**src/rtl/cpu_run_controller.sv**
```systemverilog
// cpu_run_controller
//   Sequencer for the 4-bit datapath. It pulses set_pc for INIT_CYCLES,
//   then advances the datapath one instruction per clock (RUN) or exactly
//   once (STEP), and parks in HALT on limit, overflow, stop or step done.
//
// Ports
//   clk, rst_n   clock, asynchronous active-low reset
//   start        begin run (IDLE/HALT only): re-init PC, clear counter
//   step         single instruction then halt (IDLE/HALT only)
//   stop         halt request while running
//   halt_on_ovf  enable halt on alu_ovf during an executed RUN cycle
//   max_instr    RUN instruction limit, 0 = unlimited
//   alu_ovf      datapath overflow, meaningful while dp_en is high
//   set_pc       datapath PC-load control (INIT)
//   dp_en        datapath advance enable (INIT, RUN, STEP)
//   busy         INIT, RUN or STEP
//   halted       HALT
//   halt_cause   0 none/step, 1 overflow, 2 limit, 3 stop
//   instr_count  instructions executed since the last INIT (saturating)
module cpu_run_controller #(
    parameter int CNT_W       = 8,
    parameter int INIT_CYCLES = 1
) (
    input  logic             clk,
    input  logic             rst_n,
    input  logic             start,
    input  logic             step,
    input  logic             stop,
    input  logic             halt_on_ovf,
    input  logic [CNT_W-1:0] max_instr,
    input  logic             alu_ovf,
    output logic             set_pc,
    output logic             dp_en,
    output logic             busy,
    output logic             halted,
    output logic [1:0]       halt_cause,
    output logic [CNT_W-1:0] instr_count
);

    typedef enum logic [2:0] {
        S_IDLE,
        S_INIT,
        S_RUN,
        S_STEP,
        S_HALT
    } state_t;

    localparam int            IW        = (INIT_CYCLES > 1) ? $clog2(INIT_CYCLES) : 1;
    localparam logic [IW-1:0] INIT_LAST = IW'(INIT_CYCLES - 1);

    state_t           state, state_nx;
    logic             mode_step, mode_step_nx;
    logic [IW-1:0]    init_cnt, init_cnt_nx;
    logic [CNT_W-1:0] cnt_nx;
    logic [1:0]       cause_nx;

    // Count one wider so the limit compare never aliases when the counter
    // sits at all-ones.
    logic [CNT_W:0]   cnt_p1;
    logic [CNT_W-1:0] cnt_sat;
    logic             lim_hit;

    assign cnt_p1  = {1'b0, instr_count} + (CNT_W+1)'(1);
    assign cnt_sat = (&instr_count) ? instr_count : cnt_p1[CNT_W-1:0];
    assign lim_hit = (max_instr != '0) && (cnt_p1 == {1'b0, max_instr});

    always_ff @(posedge clk or negedge rst_n) begin
        if (!rst_n) begin
            state       <= S_IDLE;
            mode_step   <= 1'b0;
            init_cnt    <= '0;
            instr_count <= '0;
            halt_cause  <= 2'd0;
        end else begin
            state       <= state_nx;
            mode_step   <= mode_step_nx;
            init_cnt    <= init_cnt_nx;
            instr_count <= cnt_nx;
            halt_cause  <= cause_nx;
        end
    end

    always_comb begin
        state_nx     = state;
        mode_step_nx = mode_step;
        init_cnt_nx  = init_cnt;
        cnt_nx       = instr_count;
        cause_nx     = halt_cause;
        case (state)
            S_IDLE: begin
                // start outranks step; both enter INIT, mode decides exit
                if (start || step) begin
                    state_nx     = S_INIT;
                    mode_step_nx = !start;
                    init_cnt_nx  = '0;
                    cnt_nx       = '0;
                    cause_nx     = 2'd0;
                end
            end
            S_INIT: begin
                if (init_cnt == INIT_LAST)
                    state_nx = mode_step ? S_STEP : S_RUN;
                else
                    init_cnt_nx = init_cnt + IW'(1);
            end
            S_RUN: begin
                // the triggering instruction still counts
                cnt_nx = cnt_sat;
                if (halt_on_ovf && alu_ovf) begin
                    state_nx = S_HALT;
                    cause_nx = 2'd1;
                end else if (lim_hit) begin
                    state_nx = S_HALT;
                    cause_nx = 2'd2;
                end else if (stop) begin
                    state_nx = S_HALT;
                    cause_nx = 2'd3;
                end
            end
            S_STEP: begin
                cnt_nx   = cnt_sat;
                cause_nx = 2'd0;
                state_nx = S_HALT;
            end
            S_HALT: begin
                if (start) begin
                    state_nx     = S_INIT;
                    mode_step_nx = 1'b0;
                    init_cnt_nx  = '0;
                    cnt_nx       = '0;
                    cause_nx     = 2'd0;
                end else if (step) begin
                    // step from HALT skips re-init; count carries on
                    state_nx = S_STEP;
                end
            end
            default: state_nx = S_IDLE;
        endcase
    end

    // Outputs depend only on registered state.
    assign set_pc = (state == S_INIT);
    assign dp_en  = (state == S_INIT) || (state == S_RUN) || (state == S_STEP);
    assign busy   = dp_en;
    assign halted = (state == S_HALT);

endmodule

```
**config.mk**
```make
export PLATFORM = sky130hd
export DESIGN_NAME = cpu_run_controller
export DESIGN_NICKNAME = d
export VERILOG_FILES = /design/src/rtl/cpu_run_controller.sv
export SDC_FILE = /design/constraint.sdc
export NUM_CORES = 1
export LEC_CHECK = 0
export BUFFER_PORTS_ARGS = -buffer_cell sky130_fd_sc_hd__buf_2
export CAP_MARGIN = 40
export CORE_MARGIN = 5
export CORE_UTILIZATION = 50
export DETAILED_ROUTE_END_ITERATION = 16
export PLACE_DENSITY = 0.88
export SETUP_SLACK_MARGIN = 0.3
export SKIP_LAST_GASP = 1
export SYNTH_ARGS = -nofsm -noshare
export SYNTH_HDL_FRONTEND = slang
export SYNTH_SLANG_ARGS = --single-unit
```
**constraint.sdc**
```tcl
create_clock -name clk -period 2.3 [get_ports clk]
set_clock_uncertainty 0.05 [all_clocks]
set_input_delay 0.345 -clock clk [delete_from_list [all_inputs] [get_ports clk]]
set_output_delay 0.345 -clock clk [all_outputs]
set_load 0.01 [all_outputs]
```
==> out/qor.yml <==
outcome: "complete, no violations"
power_frac_seq_pct: 37.4
via_count: 1015
syn_area_sq_um: 1030
required_ns: 2.41
cts_inserted_buffers: 3
grt_pass1_wl_um: 4420
drive_gt1_share_pct: 34.7
antenna_found_initial: 0
synth_top_flop_cell: "dfrtp_1"
cp-end-kind: "flop"
ys_seq_elements: 14
synth_area_leaders: "dfrtp_1 34%, xnor2_1 5.1%, o21ai_0 4.8%"
fin_crit_sh_pct: 86.4
max_freq_mhz: 503
cts_tree: "built"
fin_setup_tns_ns: 0
crit_arrival_ns: 2.09
period_needed_ns: 1.99
grt_overflow_total: 0
gp_congestion: 0.958
yosysUniqueCellTypes: 42
wl_per_cell_um: 14.5
met3_length_um: 184
area_delta_synth_final_pct: 24.7
port_buffers: 28
root_buffer: "clkbuf_4"
slew_headroom_pct: 69.3
die_h_um: 55.5
pin_count: 29
critPathTopFamily: "compound AO/OA/AOI/OAI gates"
gr-usage-all-layers_pct: 17.3
cts.path.max_buffers: 2
worstMarginPinSlew_ns: 0.459
synth_top_area_share_pct: 33.9
worst-path-buf-inv: 0
drv_cap: 0
finalNetCount: 167
drt_wl_total_um: 2560
yosysTopAreaCell: "dfrtp_1"
p_per_area_nw_per_um2: 802
dp_hpwl_um: 1950
avgSynthCellArea_sq_um: 8.54
clock_power_share_pct: 17.2
postSynthCellCount: 121
top_layer: "met4"
synth_commonest_cells: "14 x dfrtp_1, 13 x nor2_1, 12 x nand2_1, 10 x o21ai_0, 7 x a21oi_1"
yosysSeqAreaShare_pct: 33.9
grt_pass1_vias: 1001
p_leak_nw: 0.554
viasPerCell: 5.73
dr.pass1.iters: 4
path_common_cell: "a2111oi_4"
grt_max_degree: 15
critPathMaxFanout: 5
crit_type: "flop to flop"
cp_cell_sequence: "or3b_4 > a2111oi_4 > nor2_2 > a2111oi_4 > o22ai_1"
async_reset_ff_share_pct: 100
ys_warn_count: 0
initialDrtViolationCount: 12
drv_slew: 0
clock-sinks: 14
num_rows: 16
dieArea_sq_um: 3080
ctsHtreeMaxLevel: 1
die_w_um: 55.5
p_int_w: 0.000603
hold_class: "input pin to flop"
synth-edff-count: 0
critical-path-slowest-cell: "a2111oi_4"
syn-num-nets: 137
swShare_pct: 41.6
met1_length_um: 1100
core_sq_um: 1960
yosysMostFrequentCell: "dfrtp_1"
vdd_drop_max_v: 0.000557
comb_power_share_pct: 45.5
route.met2.wl_um: 1260
antenna_left: 0
rsz0062_at_grt: "true"
p_total_w: 0.00103
slowest_delay_ns: 0.42
drc: 0
n_antenna_cell: 0
cp-start-kind: "flop"
clk_pin_slew_ns: 0.08
clk_latency_ns: 0.28
initial_core_util_pct: 52.7
setup_viol: 0
finalHoldViolations: 0
netSwitchingPower_w: 0.000430
-- cell type report --
type / instances / area [sq um]
multi-input combinational: 98 / 679
fill: 173 / 673
sequential: 14 / 355
timing repair buffer: 32 / 176
clock buffer: 4 / 36.3
tap: 27 / 33.8
inverter: 2 / 7.51
-- registers in the layout, indices dropped and copies added, names as in the netlist --
signal,flops
halt_cause,2
instr_count,8
mode_step,1
state,3
-- cell families after synthesis --
group | Yosys count | synth area share [%]
DFF | 14 | 33.9
buffers and inverters | 9 | 4.12
and+or+nand+nor | 52 | 27.4
xor gates and xnor gates | 10 | 8.47
adders and majority gates | 1 | 1.21
AOI/OAI and AO/OA | 35 | 24.9
-- power by group through the flow --
stage / combinational, W / sequential [W] / clock (W)
3_5_place_dp: 0.000461 / 0.000386 / 0
5_1_grt: 0.000519 / 0.000399 / 0.000196
3_3_place_gp: 0.000448 / 0.000382 / 0
2_1_floorplan: 0.000343 / 0.000366 / 0
6_report: 0.000470 / 0.000386 / 0.000177
4_1_cts: 0.000468 / 0.000385 / 0.000181
-- worst register-to-register path: cells and delay by family (launching register included) --
kind	cells	cell delay, ns
simple gates	2	0.50
compound gates	3	0.91
flops	1	0.40
-- cells in the final DEF, fill, tap and decap left out, types with 3 or more instances in the layout --
master	instances
buf_2	28
nand2_1	12
nor2_1	11
o21ai_0	10
dfrtp_1	10
a21oi_1	7
xnor2_1	6
xor2_1	4
dfrtp_2	4
nor3_1	3
nor2b_1	3
clkbuf_4	3
-- metal layers --
metal / up-vias / track usage [%]
met5: - / 0
met4: 0 / 6.94
met3: 2 / 4.66
met2: 41 / 28.4
met1: 469 / 21.2
li1: 503 / -
-- final timing paths --
check,startpoint,endpoint,slack (ns),depth (start not counted)
setup / recovery,instr_count[5]$_DFFE_PN0P_,state[1]$_DFFE_PN0P_,0.31,5
hold / removal,start,mode_step$_DFFE_PN0P_,0.22,2
setup reg to reg,instr_count[5]$_DFFE_PN0P_,state[1]$_DFFE_PN0P_,0.31,5
hold reg to reg,halt_cause[1]$_DFFE_PN0P_,halt_cause[1]$_DFFE_PN0P_,0.49,1
max in group asynchronous,rst_n,instr_count[5]$_DFFE_PN0P_,1.52,2
min in group asynchronous,rst_n,halt_cause[1]$_DFFE_PN0P_,0.42,2
-- stage by stage --
stage	utilization [%]	worst slack (ns)	hold slack (ns)	std cells	cell area (sq um)
after floorplan	-	0.311	-0.000591	121	1030
after global placement	60.5	0.253	0.205	171	1190
after detailed placement	60.5	0.160	0.208	171	1190
after CTS	64.2	0.300	0.217	177	1260
after global routing	65.7	0.212	0.225	177	1290
final	65.7	0.313	0.221	177	1290
-- timing repair --
| item | 4_1_cts | 5_1_grt |
|---|---|---|
| hold endpoints to repair | 14 | 0 |
| buffers inserted | 1 | 0 |
| pin swaps | 2 | 4 |
| gates resized for setup | 5 | 9 |
| hold buffers | 1 | 0 |
| setup endpoints to repair | 6 | 6 |
(Power assumes the default switching activity.)
